$ cat config.mk
export PLATFORM = sky130hd
export DESIGN_NAME = decode_stage
export DESIGN_NICKNAME = d
export VERILOG_FILES = /design/src/rtl/decode_stage.sv
export SDC_FILE = /design/constraint.sdc
export NUM_CORES = 1
export LEC_CHECK = 0
export BUFFER_PORTS_ARGS = -buffer_cell sky130_fd_sc_hd__buf_2
export CAP_MARGIN = 20
export CORE_AREA = 10 10 153 155
export CTS_CLUSTER_SIZE = 16
export DETAILED_ROUTE_END_ITERATION = 12
export DIE_AREA = 0 0 163 165
export PLACE_DENSITY = 0.86
export SYNTH_ARGS = -nofsm -noshare
export SYNTH_HDL_FRONTEND = slang
export SYNTH_SLANG_ARGS = --single-unit
$ cat constraint.sdc
create_clock -name clock -period 1.9 [get_ports clock]
set_input_delay 0.19 -clock clock [delete_from_list [all_inputs] [get_ports clock]]
set_output_delay 0.19 -clock clock [all_outputs]
set_load 0.01 [all_outputs]
$ cat src/rtl/decode_stage.sv
// RISC-V instruction decode stage: combinational field/immediate decode feeding
// a two-entry (main + skid) output buffer with valid/ready handshakes on both
// sides, flush, and a saturating count of illegal instructions delivered.
module decode_stage #(
  parameter int unsigned XLEN  = 32,
  parameter int unsigned CNT_W = 16
) (
  input  logic             clock,
  input  logic             reset_n,
  input  logic             flush,
  input  logic             in_valid,
  output logic             in_ready,
  input  logic [31:0]      in_instr,
  input  logic [XLEN-1:0]  in_pc,
  output logic             out_valid,
  input  logic             out_ready,
  output logic [XLEN-1:0]  out_pc,
  output logic [6:0]       out_opcode,
  output logic [4:0]       out_rd,
  output logic [4:0]       out_rs1,
  output logic [4:0]       out_rs2,
  output logic [2:0]       out_funct3,
  output logic [6:0]       out_funct7,
  output logic [XLEN-1:0]  out_imm,
  output logic [2:0]       out_fmt,
  output logic             out_illegal,
  output logic [CNT_W-1:0] illegal_cnt
);

  localparam logic [2:0] FMT_R   = 3'd0;
  localparam logic [2:0] FMT_I   = 3'd1;
  localparam logic [2:0] FMT_S   = 3'd2;
  localparam logic [2:0] FMT_B   = 3'd3;
  localparam logic [2:0] FMT_U   = 3'd4;
  localparam logic [2:0] FMT_J   = 3'd5;
  localparam logic [2:0] FMT_ILL = 3'd7;

  typedef struct packed {
    logic [XLEN-1:0] pc;
    logic [6:0]      opcode;
    logic [4:0]      rd;
    logic [4:0]      rs1;
    logic [4:0]      rs2;
    logic [2:0]      funct3;
    logic [6:0]      funct7;
    logic [XLEN-1:0] imm;
    logic [2:0]      fmt;
    logic            illegal;
  } dec_t;

  typedef enum logic [1:0] {
    S_EMPTY = 2'd0,
    S_ONE   = 2'd1,
    S_TWO   = 2'd2
  } state_t;

  dec_t             dec_c;
  logic [2:0]       fmt_c;

  state_t           state_q, state_d;
  dec_t             main_q, main_d;
  dec_t             skid_q, skid_d;
  logic             in_ready_q, in_ready_d;
  logic             out_valid_q, out_valid_d;
  logic [CNT_W-1:0] cnt_q, cnt_d;
  logic             accept_c;
  logic             deliver_c;

  // Classify the incoming word into a format (RV64-only opcodes gated by XLEN).
  always_comb begin
    fmt_c = FMT_ILL;
    case (in_instr[6:0])
      7'b0110011:                         fmt_c = FMT_R;
      7'b0111011:                         fmt_c = (XLEN == 64) ? FMT_R : FMT_ILL;
      7'b0010011, 7'b0000011, 7'b1100111,
      7'b0001111, 7'b1110011:             fmt_c = FMT_I;
      7'b0011011:                         fmt_c = (XLEN == 64) ? FMT_I : FMT_ILL;
      7'b0100011:                         fmt_c = FMT_S;
      7'b1100011:                         fmt_c = FMT_B;
      7'b0110111, 7'b0010111:             fmt_c = FMT_U;
      7'b1101111:                         fmt_c = FMT_J;
      default:                            fmt_c = FMT_ILL;
    endcase
    if (in_instr[1:0] != 2'b11) begin
      fmt_c = FMT_ILL;
    end
    if ((fmt_c == FMT_R) && !(in_instr[31:25] inside {7'b0000000, 7'b0100000, 7'b0000001})) begin
      fmt_c = FMT_ILL;
    end
  end

  // Extract fields and immediate for the classified format; unused fields stay zero.
  always_comb begin
    dec_c        = '0;
    dec_c.pc     = in_pc;
    dec_c.opcode = in_instr[6:0];
    dec_c.fmt    = fmt_c;
    case (fmt_c)
      FMT_R: begin
        dec_c.rd     = in_instr[11:7];
        dec_c.rs1    = in_instr[19:15];
        dec_c.rs2    = in_instr[24:20];
        dec_c.funct3 = in_instr[14:12];
        dec_c.funct7 = in_instr[31:25];
      end
      FMT_I: begin
        dec_c.rd     = in_instr[11:7];
        dec_c.rs1    = in_instr[19:15];
        dec_c.funct3 = in_instr[14:12];
        dec_c.imm    = XLEN'($signed(in_instr[31:20]));
      end
      FMT_S: begin
        dec_c.rs1    = in_instr[19:15];
        dec_c.rs2    = in_instr[24:20];
        dec_c.funct3 = in_instr[14:12];
        dec_c.imm    = XLEN'($signed({in_instr[31:25], in_instr[11:7]}));
      end
      FMT_B: begin
        dec_c.rs1    = in_instr[19:15];
        dec_c.rs2    = in_instr[24:20];
        dec_c.funct3 = in_instr[14:12];
        dec_c.imm    = XLEN'($signed({in_instr[31], in_instr[7], in_instr[30:25],
                                      in_instr[11:8], 1'b0}));
      end
      FMT_U: begin
        dec_c.rd     = in_instr[11:7];
        dec_c.imm    = XLEN'($signed({in_instr[31:12], 12'b0}));
      end
      FMT_J: begin
        dec_c.rd     = in_instr[11:7];
        dec_c.imm    = XLEN'($signed({in_instr[31], in_instr[19:12], in_instr[20],
                                      in_instr[30:21], 1'b0}));
      end
      default: begin
        dec_c.fmt     = FMT_ILL;
        dec_c.illegal = 1'b1;
      end
    endcase
  end

  // Buffer occupancy FSM: main always holds the oldest entry, skid refills it on delivery.
  always_comb begin
    state_d   = state_q;
    main_d    = main_q;
    skid_d    = skid_q;
    cnt_d     = cnt_q;
    accept_c  = in_valid && in_ready_q && !flush;
    deliver_c = out_valid_q && out_ready && !flush;

    case (state_q)
      S_EMPTY: begin
        if (accept_c) begin
          main_d  = dec_c;
          state_d = S_ONE;
        end
      end
      S_ONE: begin
        if (accept_c && deliver_c) begin
          main_d = dec_c;
        end else if (accept_c) begin
          skid_d  = dec_c;
          state_d = S_TWO;
        end else if (deliver_c) begin
          state_d = S_EMPTY;
        end
      end
      S_TWO: begin
        if (deliver_c) begin
          main_d  = skid_q;
          state_d = S_ONE;
        end
      end
      default: state_d = S_EMPTY;
    endcase

    if (flush) begin
      state_d = S_EMPTY;
    end

    if (deliver_c && main_q.illegal && (cnt_q != '1)) begin
      cnt_d = cnt_q + CNT_W'(1);
    end

    in_ready_d  = (state_d != S_TWO);
    out_valid_d = (state_d != S_EMPTY);
  end

  // State, buffer entries, handshake flags and counter registers.
  always_ff @(posedge clock or negedge reset_n) begin
    if (!reset_n) begin
      state_q     <= S_EMPTY;
      main_q      <= '0;
      skid_q      <= '0;
      in_ready_q  <= 1'b0;
      out_valid_q <= 1'b0;
      cnt_q       <= '0;
    end else begin
      state_q     <= state_d;
      main_q      <= main_d;
      skid_q      <= skid_d;
      in_ready_q  <= in_ready_d;
      out_valid_q <= out_valid_d;
      cnt_q       <= cnt_d;
    end
  end

  assign in_ready    = in_ready_q;
  assign out_valid   = out_valid_q;
  assign out_pc      = main_q.pc;
  assign out_opcode  = main_q.opcode;
  assign out_rd      = main_q.rd;
  assign out_rs1     = main_q.rs1;
  assign out_rs2     = main_q.rs2;
  assign out_funct3  = main_q.funct3;
  assign out_funct7  = main_q.funct7;
  assign out_imm     = main_q.imm;
  assign out_fmt     = main_q.fmt;
  assign out_illegal = main_q.illegal;
  assign illegal_cnt = cnt_q;

endmodule

* After elaboration in Yosys (flattened, before gate mapping)
Index checks and enable logic that the tools add are counted.
W data, S select, Z words.
** Storage, ports and cells
- ROM bits :: 0
- Memories kept :: 0
- RAM bits :: 0
- Bits in latches :: 0
- Logic and storage cells :: 98
- Flip-flop bits (word level) :: 220
- Bits of input ports :: 69
** Cells by class
- Mux-type cells :: 21
- Multipliers :: 0
- $lt $le $gt $ge :: 0
- Equal/unequal tests :: 26
- Add/subtract/negate cells :: 1
- Reductions and logical operators :: 25
- Shift operators :: 0
- Divide/modulo/power cells :: 0
- Bitwise logic cells :: 1
** Operator list (count)
- $mux W100 :: 3
- $pmux W100 S3 :: 1
- $pmux W32 S5 :: 1
- $eq A7 B6 Y1 const B :: 4
- $eq A7 B7 Y1 const B :: 4
- $pmux W3 S6 :: 1
- $add A16 B1 Y16 const B :: 1
- $ne A16 B16 Y1 const B :: 1
- $mux W5 :: 3
- $eq A7 B5 Y1 const B :: 2
- $mux W2 :: 6
- $ne A2 B2 Y1 const B :: 5
- $mux W3 :: 3
- $logic_and A1 B1 Y1 :: 8
- $reduce_or A4 Y1 :: 2
- $eq A7 B1 Y1 const B :: 1
- $eq A7 B2 Y1 const B :: 1
- $eq A7 B4 Y1 const B :: 1
- $logic_not A7 Y1 :: 1
- $mux W7 :: 1
- $eq A3 B2 Y1 const B :: 2
- $eq A3 B3 Y1 const B :: 2
- $logic_not A3 Y1 :: 2
- $pmux W2 S3 :: 1
- 15 further kinds :: 17

* Depth between registers and ports, before layout
- Depth in word-level cells :: 12
- Gate-level depth with buffers :: 9

* Worst setup path after synthesis
Ideal clock, no wire load.
- Kind :: register to register
- Start point :: register state_q[1]
- End point :: register main_q (netlist bit out_funct3[0])
- Arrival time :: 1.718 ns
- Setup slack :: 0.053 ns
- Buffers on the path :: 3
- Cell stages (with the launch flop) :: 8
- Library setup time :: 0.129 ns
- Cell sequence :: dfrtp_1 > buf_6 > o41a_1 > or2_1 > buf_6 > buf_6 > a22oi_2 > o41ai_2
** Between the ends
- Longest elaborated chain between the ends :: 3
** Ends and longest elaborated chain
- start: declaration :: RTL line 60 : state_t state_q, state_d;
- start signal: assignment :: RTL line 198 : state_q <= state_d;
- $eq A2 B1 Y1, or another cell as far along :: RTL line 150 : case (state_q)
- $ne A2 B2 Y1 (no line) / $reduce_bool A3 Y1 (equally long branches)
- $reduce_and A4 Y1 (no line)
- end signal: assignment :: RTL line 199 : main_q <= main_d;
- end: declaration :: RTL line 61 : dec_t main_q, main_d;
Parallel ways exist; a longest one is shown, timed or not.
A chain may end at the register's enable or synchronous reset.

* Worst setup path after layout
- Start point :: register state_q[1]
- End point :: register skid_q[24] (netlist bit)
** Between the ends
- Longest elaborated chain between the ends :: 2
** Ends and longest elaborated chain
- $eq A2 B1 Y1 :: RTL line 150
- $reduce_and A3 Y1 (no line)
- end signal: assignment :: RTL line 200 : skid_q <= skid_d;
- end: declaration :: RTL line 62 : dec_t skid_q, skid_d;
Every way passes these cells.

==> load_flow_metrics.sql <==
INSERT INTO impl_metrics (metric_group, metric, value, unit) VALUES
('status', 'status', 'complete, no violations', ''),
('floorplan', 'fp.dieW', '163', 'um'),
('placement', 'placed_cells', '1513', ''),
('route', 'drt-total-wl', '30890', 'um'),
('sta', 'finalWorstSetupSlack', '28.69', 'ps'),
('global_route', 'initial_antenna_violation_count', '1', ''),
('logic_synthesis', 'synth.distinct_cells', '63', ''),
('pwr', 'power', '14.84', 'mW'),
('route', 'antenna_left', '0', ''),
('worst_setup_path', 'setup.reg_to_reg.worst_slack', '30', 'ps'),
('logic_synthesis', 'synthesis.area_per_instance', '9.269', 'sq um'),
('sta', 'slew_headroom', '0.5080', ''),
('logic_synthesis', 'synth.net_count', '1148', ''),
('hold_path', 'timing.hold.worst.class', 'in -> reg', ''),
('finish', 'final-instance-count-excl-fill', '1618', ''),
('sta', 'hold_violations', '0', ''),
('floorplan', 'die-height', '165', 'um'),
('route', 'drt_first_iter_violations', '816', ''),
('logic_synthesis', 'number_of_enable_type_register_cells_in_the_synthesized_netlist', '0', ''),
('global_route', 'grt.overflow.total', '0', ''),
('pwr', 'power_dens_cells', '1138', 'nW/um^2'),
('worst_setup_path', 'critical_path_arrival', '2260', 'ps'),
('sta', 'number_of_failing_setup_endpoints_in_the_final_timing_report', '0', ''),
('sta', 'finalMaxSlewViolations', '0', ''),
('floorplan', 'coreArea', '20170', 'sq um'),
('floorplan', 'die-area', '26900', 'sq um'),
('logic_synthesis', 'postSynth.asyncResetShare', '1.000', ''),
('global_route', 'grtUsageTotal', '0.2159', ''),
('finish', 'synthToLayoutAreaGrowth', '30.52', '%'),
('sta', 'max_clock_freq', '534.4', 'MHz'),
('worst_setup_path', 'setup.worst_path.end_class', 'flip-flop', ''),
('floorplan', 'io-pin-count', '187', ''),
('floorplan', 'floorplan.initialDensity', '0.4954', ''),
('worst_setup_path', 'timing.rr.start', 'state_q[1]$_DFF_PN0_', ''),
('placement', 'detailed_place.area', '11500', 'sq um'),
('worst_setup_path', 'capturing_point_of_the_worst_reg2reg_path', 'skid_q[24]$_DFFE_PN0P_', ''),
('flow_run', 'max-cap-violations', '0', ''),
('logic_synthesis', 'post_synthesis_cells', '1078', ''),
('finish', 'drive_above_1_share', '0.2526', ''),
('finish', 'layout.nets', '1402', ''),
('worst_setup_path', 'crit_path_max_fo', '8', ''),
('finish', 'n_fill_cell', '1549', ''),
('clocking', 'tritoncts_sink_count', '220', ''),
('global_route', 'vias_in_the_first_global_route', '9063', ''),
('sta', 'post-route-min-period', '1871', 'ps'),
('worst_setup_path', 'crit_required', '2290', 'ps'),
('logic_synthesis', 'yosys_warnings', '0', ''),
('route', 'drcViolationCount', '0', ''),
('finish', 'fin_area', '13040', 'sq um'),
('route', 'drt-vias-per-instance', '5.715', ''),
('route', 'drt_first_pass_iters', '7', ''),
('logic_synthesis', 'synth_seq_cells', '220', ''),
('clocking', 'cts-root-buf', 'sky130_fd_sc_hd__clkbuf_16', ''),
('sta', 'rsz0062_at_grt', 'true', ''),
('route', 'drt-wirelength-per-cell', '19.09', 'um'),
('placement', 'placement.io_buffers', '186', ''),
('clocking', 'cts-htree-levels', '1', ''),
('worst_setup_path', 'endpoint', 'skid_q[24]$_DFFE_PN0P_', ''),
('clocking', 'tritoncts', 'done', ''),
('floorplan', 'number_of_rows_created_at_floorplan', '52', ''),
('worst_setup_path', 'worstSetupPathType', 'reg -> reg', ''),
('pwr', 'max-vdd-ir-drop', '521.5', 'uV'),
('placement', 'dpl_wire_length', '19800', 'um'),
('pwr', 'power_leakage', '6.370', 'nW'),
('placement', 'gp_congestion', '0.8747', ''),
('sta', 'finalCritPeriodShare', '0.9849', ''),
('clocking', 'clkTransAtPathRegs', '60', 'ps'),
('logic_synthesis', 'prevailing_post_synth_register_cell', 'sky130_fd_sc_hd__dfrtp_1', ''),
('logic_synthesis', 'synth_sequential_area_ratio', '0.5510', ''),
('global_route', 'grt_max_degree', '77', ''),
('clocking', 'tritoncts.num_buffers', '23', ''),
('logic_synthesis', 'netlist_area', '9992', 'sq um'),
('route', 'detailroute.via_count', '9247', ''),
('sta', 'worst-slew-pin-transition', '735.3', 'ps'),
('clocking', 'worst_skew_pair.late_latency', '510', 'ps'),
('global_route', 'wire_length_of_the_first_global_routing_pass', '47710', 'um'),
('worst_setup_path', 'startpoint_type', 'flip-flop', ''),
('worst_setup_path', 'critical_path_startpoint', 'state_q[1]$_DFF_PN0_', ''),
('clocking', 'clockBufferDepth', '3', ''),
('worst_setup_path', 'reg2regPathDepth', '7', ''),
('sta', 'final.setup_skew', '10.43', 'ps'),
('placement', 'detailedPlace.worstSlack', '-14.50', 'ps'),
('sta', 'tns', '0', 'ps');
-- routing by layer --
layer	track usage	wire length [um]	up-vias
met5	0	0	-
met4	0.1016	1172	0
met3	0.05128	2822	95
met2	0.3507	15190	488
met1	0.2675	11700	4444
li1	-	-	4220
-- synthesized netlist by cell type (all sizes together) (2+ instances only) --
| cell type | n | share of area |
|---|---|---|
| nand2 | 310 | 0.12 |
| dfrtp | 220 | 0.55 |
| nor2 | 87 | 0.033 |
| o21ai | 64 | 0.032 |
| a21oi | 59 | 0.030 |
| buf | 46 | 0.027 |
| a31oi | 45 | 0.028 |
| nand3 | 37 | 0.019 |
| clkbuf | 33 | 0.012 |
| and3 | 27 | 0.017 |
| a22o | 17 | 0.015 |
| o41ai | 16 | 0.026 |
| a22oi | 13 | 0.014 |
| inv | 12 | 0.0045 |
| and2 | 11 | 0.0069 |
| xnor2 | 9 | 0.0079 |
| a32oi | 6 | 0.0053 |
| nand4 | 6 | 0.0038 |
| nor2b | 5 | 0.0031 |
| a221o | 4 | 0.0040 |
| mux2 | 4 | 0.0045 |
| nor3 | 4 | 0.0025 |
| o211ai | 4 | 0.0030 |
| xor2 | 4 | 0.0035 |
| o21a | 3 | 0.0023 |
| and3b | 2 | 0.0018 |
| nand2b | 2 | 0.0013 |
| nand3b | 2 | 0.0015 |
| nor4 | 2 | 0.0013 |
| o22ai | 2 | 0.0013 |
| o31ai | 2 | 0.0020 |
| or2 | 2 | 0.0013 |
-- what timing repair did --
action	in CTS	in global routing
cloned	0	4
endpoints found under the hold margin	314	0
gates resized for setup	1	33
setup endpoints to repair	12	80
pin swaps	0	17
hold buffers	55	0
setup buffers	0	5
-- area by class of cell --
class	count	area, sq um	share of cell area
Inverter	12	45.04	0.003454
Clock buffer	37	708.2	0.05430
Antenna cell	2	5.005	0.0003838
Clock inverter	2	12.51	0.0009594
Multi-Input combinational cell	768	4198	0.3219
Tap cell	270	337.8	0.02590
Sequential cell	220	5505	0.4221
Timing Repair Buffer	307	2230	0.1710
-- registers in the layout (all words and copies together), names as in the netlist --
register / flops
skid_q: 100
in_ready: 1
out_funct7: 7
out_funct3: 3
out_fmt: 3
out_rs1: 5
illegal_cnt: 16
out_rs2: 5
state_q: 2
out_pc: 32
out_rd: 5
out_imm: 32
out_valid: 1
out_illegal: 1
out_opcode: 7
-- power by group --
| group | switching (mW) | internal [mW] |
|---|---|---|
| combinational | 2.13 | 1.56 |
| clock | 1.79 | 2.53 |
| sequential | 0.811 | 6.02 |
-- cell families (layout without fill, tap and decap cells) --
| family | count (synthesis) | count (layout) | synth area share |
|---|---|---|---|
| other | 0 | 2 | 0 |
| multiplexers | 5 | 5 | 0.005509 |
| flip-flops | 220 | 220 | 0.5510 |
| buffers and inverters | 91 | 358 | 0.04370 |
| XOR/XNOR | 13 | 13 | 0.01140 |
| adder cells (fa/ha/maj) | 1 | 1 | 0.001252 |
| AO/OA/AOI/OAI | 245 | 245 | 0.1723 |
| AND/OR/NAND/NOR | 503 | 504 | 0.2149 |
-- worst max-delay path, cell delays in order, from the launching register on --
cell,delay [ps]
sky130_fd_sc_hd__dfrtp_1,380
sky130_fd_sc_hd__buf_6,140
sky130_fd_sc_hd__and3b_2,260
sky130_fd_sc_hd__nand2_4,60
sky130_fd_sc_hd__or3_4,490
sky130_fd_sc_hd__a21oi_4,180
sky130_fd_sc_hd__buf_4,170
sky130_fd_sc_hd__a21oi_1,70
-- per-stage QoR --
stage / util / hold slack, ps
floorplan: - / -105.6
global placement: 0.5697 / 72.37
detailed placement: 0.5703 / 72.40
CTS: 0.6334 / 13.10
global route: 0.6465 / 23.50
finish: 0.6466 / 22.83
-- layout by cell type (no fill, tap or decap), types with 5 or more instances in the layout --
master                            n
sky130_fd_sc_hd__xnor2_1          9
sky130_fd_sc_hd__clkbuf_1         6
sky130_fd_sc_hd__buf_12          12
sky130_fd_sc_hd__nand3_1         36
sky130_fd_sc_hd__a22oi_1          5
sky130_fd_sc_hd__nand4_1          6
sky130_fd_sc_hd__buf_2          185
sky130_fd_sc_hd__buf_4           41
sky130_fd_sc_hd__a22o_1          17
sky130_fd_sc_hd__o41ai_2         12
sky130_fd_sc_hd__dlygate4sd3_1   55
sky130_fd_sc_hd__a22oi_2          8
sky130_fd_sc_hd__clkbuf_16       25
sky130_fd_sc_hd__o21ai_0         38
sky130_fd_sc_hd__inv_1           12
sky130_fd_sc_hd__nand2_1        305
sky130_fd_sc_hd__nor2_1          85
sky130_fd_sc_hd__a31oi_1         45
sky130_fd_sc_hd__dfrtp_1        220
sky130_fd_sc_hd__o21ai_1         25
sky130_fd_sc_hd__buf_6           10
sky130_fd_sc_hd__clkbuf_8         8
sky130_fd_sc_hd__and2_1           9
sky130_fd_sc_hd__and3_1          26
sky130_fd_sc_hd__a32oi_1          6
sky130_fd_sc_hd__a21oi_1         57
-- worst min-delay path by stage --
| stage | start | endpoint | depth (start not counted) |
|---|---|---|---|
| floorplan | reset_n | illegal_cnt[0]$_DFFE_PN0P_ | 0 |
| global placement | reset_n | out_pc[26]$_DFFE_PN0P_ | 1 |
| detailed placement | reset_n | out_pc[26]$_DFFE_PN0P_ | 1 |
| CTS | in_instr[7] | skid_q[56]$_DFFE_PN0P_ | 3 |
| global route | in_instr[7] | skid_q[56]$_DFFE_PN0P_ | 3 |
| finish | in_instr[7] | skid_q[56]$_DFFE_PN0P_ | 3 |
Power figures use the tool's default switching activity.
